### src/rtl/bcd_to_binary.sv
// -----------------------------------------------------------------------------
// bcd_to_binary
//   Sequential BCD-to-binary converter (reverse double dabble). A packed
//   DIGITS-digit BCD word is captured on an enable request and converted one
//   bit per clock; after BIN_W shifts the binary value is presented on
//   data_out together with a one-cycle done pulse.
//
// Optional feature macro: BCD_ERR_CHECK_EN
//   defined   : digits > 9 in the captured word are flagged; the conversion
//               still runs its full length, then done comes with err=1 and
//               data_out=0.
//   undefined : no check logic, err is tied low.
//
// Ports
//   clk       in   1         rising-edge clock
//   rst_n     in   1         asynchronous active-low reset
//   enable    in   1         start request, honoured in IDLE or DONE only
//   bcd_in    in   4*DIGITS  packed BCD word, digit 0 in [3:0]
//   data_out  out  BIN_W     binary result, updated on the done edge only
//   done      out  1         one-cycle pulse, data_out/err valid
//   err       out  1         invalid-digit flag, valid with done
// -----------------------------------------------------------------------------
module bcd_to_binary #(
  parameter int DIGITS = 3,
  parameter int BIN_W  = 10
) (
  input  logic                  clk,
  input  logic                  rst_n,
  input  logic                  enable,
  input  logic [4*DIGITS-1:0]   bcd_in,
  output logic [BIN_W-1:0]      data_out,
  output logic                  done,
  output logic                  err
);

  localparam int BCD_W = 4 * DIGITS;
  localparam int CNT_W = $clog2(BIN_W + 1);

  // The largest BCD value must fit in the binary output.
  if ((64'd10 ** DIGITS) - 64'd1 >= (64'd1 << BIN_W)) begin : g_width_bad
    $error("bcd_to_binary: BIN_W too small for DIGITS");
  end

  typedef enum logic [1:0] {
    ST_IDLE,
    ST_SHIFT,
    ST_DONE
  } state_t;

  state_t             state_q, state_d;
  logic [BCD_W-1:0]   bcd_q, bcd_d;
  logic [BIN_W-1:0]   bin_q, bin_d;
  logic [CNT_W-1:0]   cnt_q, cnt_d;
  logic [BIN_W-1:0]   data_out_q, data_out_d;
  logic               done_q, done_d;
  logic               capture;

  // One step of the combined shift register: bcd LSB drops into bin MSB.
  logic [BCD_W-1:0]   bcd_shift;
  logic [BCD_W-1:0]   bcd_fix;
  logic [BIN_W-1:0]   bin_shift;

  assign bcd_shift = {1'b0, bcd_q[BCD_W-1:1]};
  assign bin_shift = {bcd_q[0], bin_q[BIN_W-1:1]};

  // A shifted digit >= 8 (MSB set) held an odd tens-carry from the digit
  // above; subtracting 3 halves it back into decimal weight. Each digit is
  // corrected on its own 4 bits, no borrow crosses digits.
  for (genvar gi = 0; gi < DIGITS; gi++) begin : g_fix
    assign bcd_fix[4*gi +: 4] = bcd_shift[4*gi+3] ? (bcd_shift[4*gi +: 4] - 4'd3)
                                                  : bcd_shift[4*gi +: 4];
  end

`ifdef BCD_ERR_CHECK_EN
  logic [DIGITS-1:0] digit_bad;
  logic              bad_any;
  logic              err_flag_q, err_flag_d;
  logic              err_q, err_d;

  for (genvar gi = 0; gi < DIGITS; gi++) begin : g_chk
    assign digit_bad[gi] = (bcd_in[4*gi +: 4] > 4'd9);
  end
  assign bad_any = |digit_bad;
`endif

  always_comb begin
    state_d    = state_q;
    bcd_d      = bcd_q;
    bin_d      = bin_q;
    cnt_d      = cnt_q;
    data_out_d = data_out_q;
    done_d     = 1'b0;
    capture    = 1'b0;
`ifdef BCD_ERR_CHECK_EN
    err_flag_d = err_flag_q;
    err_d      = 1'b0;
`endif

    case (state_q)
      ST_IDLE: begin
        if (enable) capture = 1'b1;
      end
      ST_SHIFT: begin
        bcd_d = bcd_fix;
        bin_d = bin_shift;
        cnt_d = cnt_q + CNT_W'(1);
        if (cnt_q == CNT_W'(BIN_W - 1)) begin
          state_d    = ST_DONE;
          done_d     = 1'b1;
          data_out_d = bin_shift;
`ifdef BCD_ERR_CHECK_EN
          err_d = err_flag_q;
          if (err_flag_q) data_out_d = '0;
`endif
        end
      end
      ST_DONE: begin
        if (enable) capture = 1'b1;
        else        state_d = ST_IDLE;
      end
      default: state_d = ST_IDLE;
    endcase

    // Shared by IDLE and DONE so back-to-back requests behave like fresh ones.
    if (capture) begin
      state_d = ST_SHIFT;
      bcd_d   = bcd_in;
      bin_d   = '0;
      cnt_d   = '0;
`ifdef BCD_ERR_CHECK_EN
      err_flag_d = bad_any;
`endif
    end
  end

  always_ff @(posedge clk or negedge rst_n) begin
    if (!rst_n) begin
      state_q    <= ST_IDLE;
      bcd_q      <= '0;
      bin_q      <= '0;
      cnt_q      <= '0;
      data_out_q <= '0;
      done_q     <= 1'b0;
    end else begin
      state_q    <= state_d;
      bcd_q      <= bcd_d;
      bin_q      <= bin_d;
      cnt_q      <= cnt_d;
      data_out_q <= data_out_d;
      done_q     <= done_d;
    end
  end

`ifdef BCD_ERR_CHECK_EN
  always_ff @(posedge clk or negedge rst_n) begin
    if (!rst_n) begin
      err_flag_q <= 1'b0;
      err_q      <= 1'b0;
    end else begin
      err_flag_q <= err_flag_d;
      err_q      <= err_d;
    end
  end
  assign err = err_q;
`else
  assign err = 1'b0;
`endif

  assign data_out = data_out_q;
  assign done     = done_q;

endmodule

### config.mk
export PLATFORM = sky130hd
export DESIGN_NAME = bcd_to_binary
export DESIGN_NICKNAME = d
export VERILOG_FILES = /design/src/rtl/bcd_to_binary.sv
export SDC_FILE = /design/constraint.sdc
export NUM_CORES = 1
export LEC_CHECK = 0
export ABC_CLOCK_PERIOD_IN_PS = 1540
export CAP_MARGIN = 10
export CORE_MARGIN = 8
export CORE_UTILIZATION = 50
export CTS_CLUSTER_SIZE = 30
export DETAILED_ROUTE_END_ITERATION = 6
export GPL_ROUTABILITY_DRIVEN = 0
export PLACE_DENSITY = 0.77
export SYNTH_ARGS = -nofsm -noshare
export SYNTH_HDL_FRONTEND = slang
export SYNTH_SLANG_ARGS = --single-unit
export TNS_END_PERCENT = 10
### constraint.sdc
create_clock -name clk -period 1.54 [get_ports clk]
set_input_delay 0.308 -clock clk [delete_from_list [all_inputs] [get_ports clk]]
set_output_delay 0.308 -clock clk [all_outputs]
set_load 0.03 [all_outputs]
==> results of run 1 <==
[layout by cell type, fill, tap and decap left out]
master / n
buf_4: 10
inv_1: 1
xnor2_1: 4
nand2b_1: 4
ha_4: 1
a22o_1: 10
buf_12: 2
clkbuf_4: 5
dfrtp_2: 1
nand2_4: 1
o2bb2ai_1: 1
ha_1: 3
dlygate4sd2_1: 11
mux2_2: 9
dfrtp_1: 37
nor3_4: 1
clkdlybuf4s50_1: 14
a31oi_1: 2
a221o_1: 4
nor2_1: 3
o21ai_0: 2
a211oi_1: 2
nand2_1: 13
nor3_1: 1
mux2i_1: 2
and2b_1: 1
mux2_4: 1
nand4_1: 3
a22oi_1: 3
nor2b_1: 3
conb_1: 1
nand3_1: 6
bufinv_16: 1
o211ai_1: 2
and3_1: 2
clkinvlp_4: 2
[power by group through the flow]
stage	registers, W	logic [W]	clock network [W]
2_1_floorplan	0.00197	0.00105	0
3_3_place_gp	0.00177	0.00183	0
3_5_place_dp	0.00180	0.00193	0
4_1_cts	0.00178	0.00185	0.000709
5_1_grt	0.00187	0.00206	0.000755
6_report	0.00180	0.00190	0.000690
[how the worst max path moves through the flow]
stage | start | end | slack [ns] | cells after the start
2_1_floorplan | cnt_q[1]$_DFFE_PN0P_ | data_out[1]$_DFFE_PN0P_ | 0.14 | 6
3_3_place_gp | enable | bin_q[8]$_DFFE_PN0P_ | -0.03 | 5
3_5_place_dp | enable | bin_q[5]$_DFFE_PN0P_ | -0.09 | 5
4_1_cts | cnt_q[1]$_DFFE_PN0P_ | data_out[0]$_DFFE_PN0P_ | 0.05 | 6
5_1_grt | cnt_q[1]$_DFFE_PN0P_ | data_out[4]$_DFFE_PN0P_ | -0.001 | 6
6_report | cnt_q[1]$_DFFE_PN0P_ | data_out[5]$_DFFE_PN0P_ | 0.09 | 6
[state kept, by name, indices dropped and copies added, names as in the netlist]
| signal | flops |
|---|---|
| cnt_q | 4 |
| bin_q | 9 |
| bcd_q | 12 |
| state_q | 2 |
| data_out | 10 |
| done | 1 |
[repair_timing]
action	4_1_cts	5_1_grt
endpoints found under the setup margin	11	10
resized for setup	11	6
hold endpoints to repair	0	0
[routing by layer]
| metal | wire (microns) | share of wire, % | vias up | global-route usage (%) |
|---|---|---|---|---|
| met5 | 0 | 0 | - | 0 |
| met4 | 63 | 1.8 | 0 | 8.65 |
| met3 | 220 | 6.3 | 4 | 5.73 |
| met2 | 1770 | 51 | 29 | 22.4 |
| met1 | 1450 | 41 | 601 | 15.9 |
| li1 | - | - | 552 | - |
[per-stage QoR]
stage	std cells	instance area (sq um)	setup TNS, ns	setup WS [ns]	utilization [%]
floorplan	133	1640	0	0.140	-
global placement	207	2010	-0.286	-0.0293	61.6
detailed placement	207	2010	-0.857	-0.0935	61.6
CTS	215	2080	0	0.0464	63.7
global route	215	2100	-0.00101	-0.00101	64.5
finish	215	2100	0	0.0911	64.5
[kinds of logic (layout without fill, tap and decap cells)]
group	count (synthesis)	in the layout	synth area share, %
DFF	38	38	57.9
muxes	12	12	8.07
adders and majority gates	4	4	3.05
other	1	1	0.228
and+or+nand+nor	38	38	12.0
xor gates and xnor gates	4	4	2.13
buffers and inverters	10	46	3.73
AOI/OAI and AO/OA	26	26	12.9
[layout make-up]
type	count	area, sq um	area share [%]
Sequential cell	38	952	45.3
Multi-Input combinational cell	85	654	31.1
Timing Repair Buffer	37	352	16.7
Tap cell	46	57.6	2.74
Clock inverter	3	45.0	2.14
Clock buffer	5	37.5	1.79
Inverter	1	3.75	0.179
==> summary.txt, run 1 <==
grt ovf: 0
Cells after Synth: 133
Num CTS Buffers: 5
Cell Int Power: 0.00269 W
CORE AREA: 3260 sq um
FF-to-FF Start: cnt_q[1]$_DFFE_PN0P_
fillcell total: 279
CTS root buf: clkbuf_4
DRC violations left: 0
Post-Route WL: 3510 microns
Clock Pin Slew Worst Setup and Hold Paths: 0.12 ns
vias in the first global route: 1225
CTS hold repair buffers: 0
ys async rst share: 100%
CP max stage cell: dfrtp_1
most common cell in the synthesized netlist: dfrtp_1
predominant post-synthesis flop cell: dfrtp_1
CP top delay family: flip-flops
Post-synth EDFFs: 0
Tmin final: 1.45 ns
CP Class: flip-flop to flip-flop
Initial Util: 50.4%
startpoint type of the worst setup path: flip-flop
outcome: complete, no violations
via count: 1186
largest cells by area after synthesis: dfrtp_1, mux2_2, a22o_1
Total Die Area: 5380 sq um
Arr. time, crit path: 1.69 ns
WL/cell: 16.3 microns
clock power share: 15.7%
worst path required time: 1.78 ns
Critical Path Sink Type: flip-flop
synthesis warning total: 0
Worst VDD drop: 852 uV
PwrDens: 2090 nW/um^2
Seq pwr share: 41.0%
clk sinks: 38
clock insertion delay at the later pin of the skew report: 0.35 ns
Netlist cell types: 29
largest net degree at the start of global routing: 39
initial antenna violation count: 0
First DRT Iteration DRCs: 66
Yosys top cell by area: dfrtp_1
Final Slew Violations: 0
dpl hpwl: 2440 microns
Sw Ratio: 38.8%
FF+latch count, synth: 38
maximum fanout along the worst path: 11
# setup viols final: 0
Seq/Total Area, Yosys: 57.9%
Port-buffer cells: 25
Comb pwr share: 43.3%
Final Hold Fails: 0
vias per cell: 5.52
iteration count of the initial detailed-routing pass: 4
FMAX: 0.690 GHz
Synth top area share: 57.9%
Total GRT Usage: 14.3%
Top Ports: 27
Setup Skew: 0.0116 ns
most frequent cells after synthesis: dfrtp_1, nand2_1, a22o_1, mux2_2, nand3_1
first-pass GRT wire length: 5730 microns
LEAKAGE: 0.985 nW
Die Wd: 73.3 microns
final worst path period share: 94.1%
Synth Area per Inst: 12.4 sq um
Hold Worst Slack: 0.305 ns
NetSw: 0.00171 W
die height: 73.3 microns
R2R depth: 6
Clock Path Buffers: 2
crit path cell chain: inv_1, ha_4, nand2_4, nor3_4, buf_12, mux2_2
maximum capacitance violations: 0
Mapped Nets: 152
r2r setup slk: 0.09 ns
Mapped Area: 1640 sq um
Ant. Diodes: 0
layout cells sized above 1: 20.1%
Routed Antenna Nets: 0
Tot Pwr: 0.00439 W
CTS tree: yes
Layout Nets: 187
CP bufs+invs: 2
post-CTS setup buffer count: 0
layout-stage area growth over the synthesis result: 28.0%
crit-path max cell delay: 0.40 ns
path category of the worst min-delay check: primary input to async pin
FP Rows: 21
Critical R2R Capture: data_out[5]$_DFFE_PN0P_
Clock H-tree levels: 2
Note: power is estimated with default switching activity, not from simulation.
==> run 2, diff against run 1 <==
CORE_ASPECT_RATIO = 0.7   (was not set)
CTS_BUF_LIST = sky130_fd_sc_hd__clkbuf_2 sky130_fd_sc_hd__clkbuf_4 sky130_fd_sc_hd__clkbuf_8   (was not set)
CTS_CLUSTER_DIAMETER = 60   (was not set)
==> run 2 against run 1 <==
Die area increased by 0.55%. Worst setup slack worse by 0.045 ns. Critical endpoint is now data_out[4]$_DFFE_PN0P_. Design area increased by 0.71%. Flip-flop and latch count unchanged.
==> summary.txt, run 2 (synthesis gave the netlist of run 1 again) <==
via count: 1163 (was 1186)
FP Rows: 17 (was 21)
total placed cells including tap cells: 198 (was 207)
Final Hold Fails: 0 (unchanged)
layout-stage area growth over the synthesis result: 28.9% (was 28.0%)
setup_tns: 0 ns (unchanged)
Num CTS Buffers: 5 (unchanged)
First DRT Iteration DRCs: 71 (was 66)
Worst VDD drop: 1210 uV (was 852 uV)
WL/cell: 16.6 microns (was 16.3 microns)
DRC violations left: 0 (unchanged)
vias in the first global route: 1254 (was 1225)
commonest cells after routing, fill and taps aside: dfrtp_1, nand2_1, clkdlybuf4s50_1, buf_4, dlygate4sd2_1 (was dfrtp_1, clkdlybuf4s50_1, nand2_1, dlygate4sd2_1)
path category of the worst min-delay check: flip-flop to flip-flop (was primary input to async pin)
vias per cell: 5.51 (was 5.52)
pre-CTS worst setup slack: -0.0523 ns (was -0.0935 ns)
layout cells sized above 1: 21.4% (was 20.1%)
grt ovf: 0 (unchanged)
Seq pwr share: 40.5% (was 41.0%)
Clock H-tree levels: 2 (unchanged)
Cell Int Power: 0.00274 W (was 0.00269 W)
Tmin final: 1.49 ns (was 1.45 ns)
worst path required time: 1.71 ns (was 1.78 ns)
largest net degree at the start of global routing: 21 (was 39)
die height: 64.0 microns (was 73.3 microns)
final core utilization: 67.2% (was 64.5%)
Clock Pin Slew Worst Setup and Hold Paths: 0.07 ns (was 0.12 ns)
Final WS setup: 0.0459 ns (was 0.0911 ns)
Setup Skew: 0.00805 ns (was 0.0116 ns)
final worst path period share: 97.0% (was 94.1%)
PwrDens: 2090 nW/um^2 (about the same)
Total GRT Usage: 14.0% (was 14.3%)
crit path cell chain: inv_1, ha_2, nand2_4, nor3_4, buf_12, mux2_2 (was inv_1, ha_4, nand2_4, nor3_4, buf_12, mux2_2)
dpl hpwl: 2500 microns (was 2440 microns)
Die Wd: 84.5 microns (was 73.3 microns)
Total Die Area: 5410 sq um (was 5380 sq um)
Largest Register: bcd_q (unchanged)
FMAX: 0.669 GHz (was 0.690 GHz)
clock power share: 16.1% (was 15.7%)
Tot Pwr: 0.00442 W (was 0.00439 W)
Routed Antenna Nets: 0 (unchanged)
Ant. Diodes: 0 (unchanged)
Finished Layout Cells: 211 (was 215)
clock insertion delay at the later pin of the skew report: 0.29 ns (was 0.35 ns)
Layout Nets: 191 (was 187)
maximum capacitance violations: 0 (unchanged)
Port-buffer cells: 25 (unchanged)
maximum fanout along the worst path: 11 (unchanged)
startpoint type of the worst setup path: flip-flop (unchanged)
Post-Route WL: 3500 microns (was 3510 microns)
CP max stage cell: dfrtp_1 (unchanged)
CP bufs+invs: 2 (unchanged)
Comb pwr share: 43.4% (was 43.3%)
CP top delay family: flip-flops (unchanged)
Initial Util: 52.2% (was 50.4%)
crit-path max cell delay: 0.41 ns (was 0.40 ns)
# setup viols final: 0 (unchanged)
Clock Path Buffers: 2 (unchanged)
outcome: complete, no violations (unchanged)
CORE AREA: 3150 sq um (was 3260 sq um)
leading cell type in the layout, fill and taps excluded: dfrtp_1 (unchanged)
Top Ports: 27 (unchanged)
Final Slew Violations: 0 (unchanged)
Sw Ratio: 38.0% (was 38.8%)
Critical Path Sink Type: flip-flop (unchanged)
CTS tree: yes (unchanged)
CTS root buf: clkbuf_8 (was clkbuf_4)
initial antenna violation count: 0 (unchanged)
CP Class: flip-flop to flip-flop (unchanged)
NetSw: 0.00168 W (was 0.00171 W)
clk sinks: 38 (unchanged)
max reg flops: 12 (unchanged)
iteration count of the initial detailed-routing pass: 4 (unchanged)
Arr. time, crit path: 1.66 ns (was 1.69 ns)
LEAKAGE: 1.01 nW (was 0.985 nW)
first-pass GRT wire length: 5990 microns (was 5730 microns)
run 2: changes by cell type in the layout (fill, tap and decap cells not counted), sizes merged:
| cell | before | now |
|---|---|---|
| dlygate4sd3 | 0 | 1 |
| buf | 12 | 16 |
| clkinv | 0 | 1 |
| clkinvlp | 2 | 0 |
| clkdlybuf4s50 | 14 | 13 |
| clkbuf | 5 | 7 |
| bufinv | 1 | 0 |
run 2: power groups by stage:
stage	Combinational (W)	Clock, W	Sequential, W
after floorplan	0.00105	0	0.00197
after global placement	0.00182	0	0.00178
after detailed placement	0.00189	0	0.00181
after CTS	0.00182	0.000727	0.00179
after global routing	0.00210	0.000774	0.00187
final	0.00192	0.000711	0.00179
run 2: final cells by class:
type | instances | area (sq um)
Fill cell | 233 | 1030
Sequential cell | 38 | 951
Multi-Input combinational cell | 85 | 641
Timing Repair Buffer | 41 | 379
Clock buffer | 7 | 90.1
Tap cell | 38 | 47.5
Clock inverter | 1 | 5.00
Inverter | 1 | 3.75
run 2: stage by stage:
| step | area, sq um | hold WS [ns] |
|---|---|---|
| floorplan | 1640 | 0.0124 |
| global placement | 1990 | 0.278 |
| detailed placement | 1990 | 0.282 |
| CTS | 2080 | 0.480 |
| global route | 2120 | 0.518 |
| finish | 2120 | 0.504 |
run 2: what timing repair did:
| item | 4_1_cts | 5_1_grt |
|---|---|---|
| hold buffers | 1 | 0 |
| buffers inserted | 0 | 4 |
| gates resized for setup | 11 | 3 |
| endpoints found under the hold margin | 18 | 0 |
| endpoints found under the setup margin | 11 | 10 |
run 2: final timing paths:
check | from | to | slack [ns] | depth (start not counted)
worst min register to register | data_out[3]$_DFFE_PN0P_ | data_out[3]$_DFFE_PN0P_ | 0.50 | 1
min in group asynchronous | rst_n | state_q[0]$_DFFE_PN0P_ | 0.51 | 2
worst max register to register | cnt_q[1]$_DFFE_PN0P_ | data_out[4]$_DFFE_PN0P_ | 0.05 | 6
max in group asynchronous | rst_n | bin_q[4]$_DFFE_PN0P_ | 0.57 | 3
worst min-delay path | data_out[3]$_DFFE_PN0P_ | data_out[3]$_DFFE_PN0P_ | 0.50 | 1
worst max-delay path | cnt_q[1]$_DFFE_PN0P_ | data_out[4]$_DFFE_PN0P_ | 0.05 | 6
run 2: worst register-to-register path, cell delays in order (launching register included):
cell	delay [ns]
dfrtp_1	0.41
inv_1	0.07
ha_2	0.19
nand2_4	0.07
nor3_4	0.15
buf_12	0.16
mux2_2	0.33
run 2: routing by layer:
metal | global-route usage (%) | routed length [microns]
met4 | 4.42 | 25
met3 | 5.48 | 204
met5 | 0 | 0
met2 | 21.6 | 1630
met1 | 17.6 | 1640
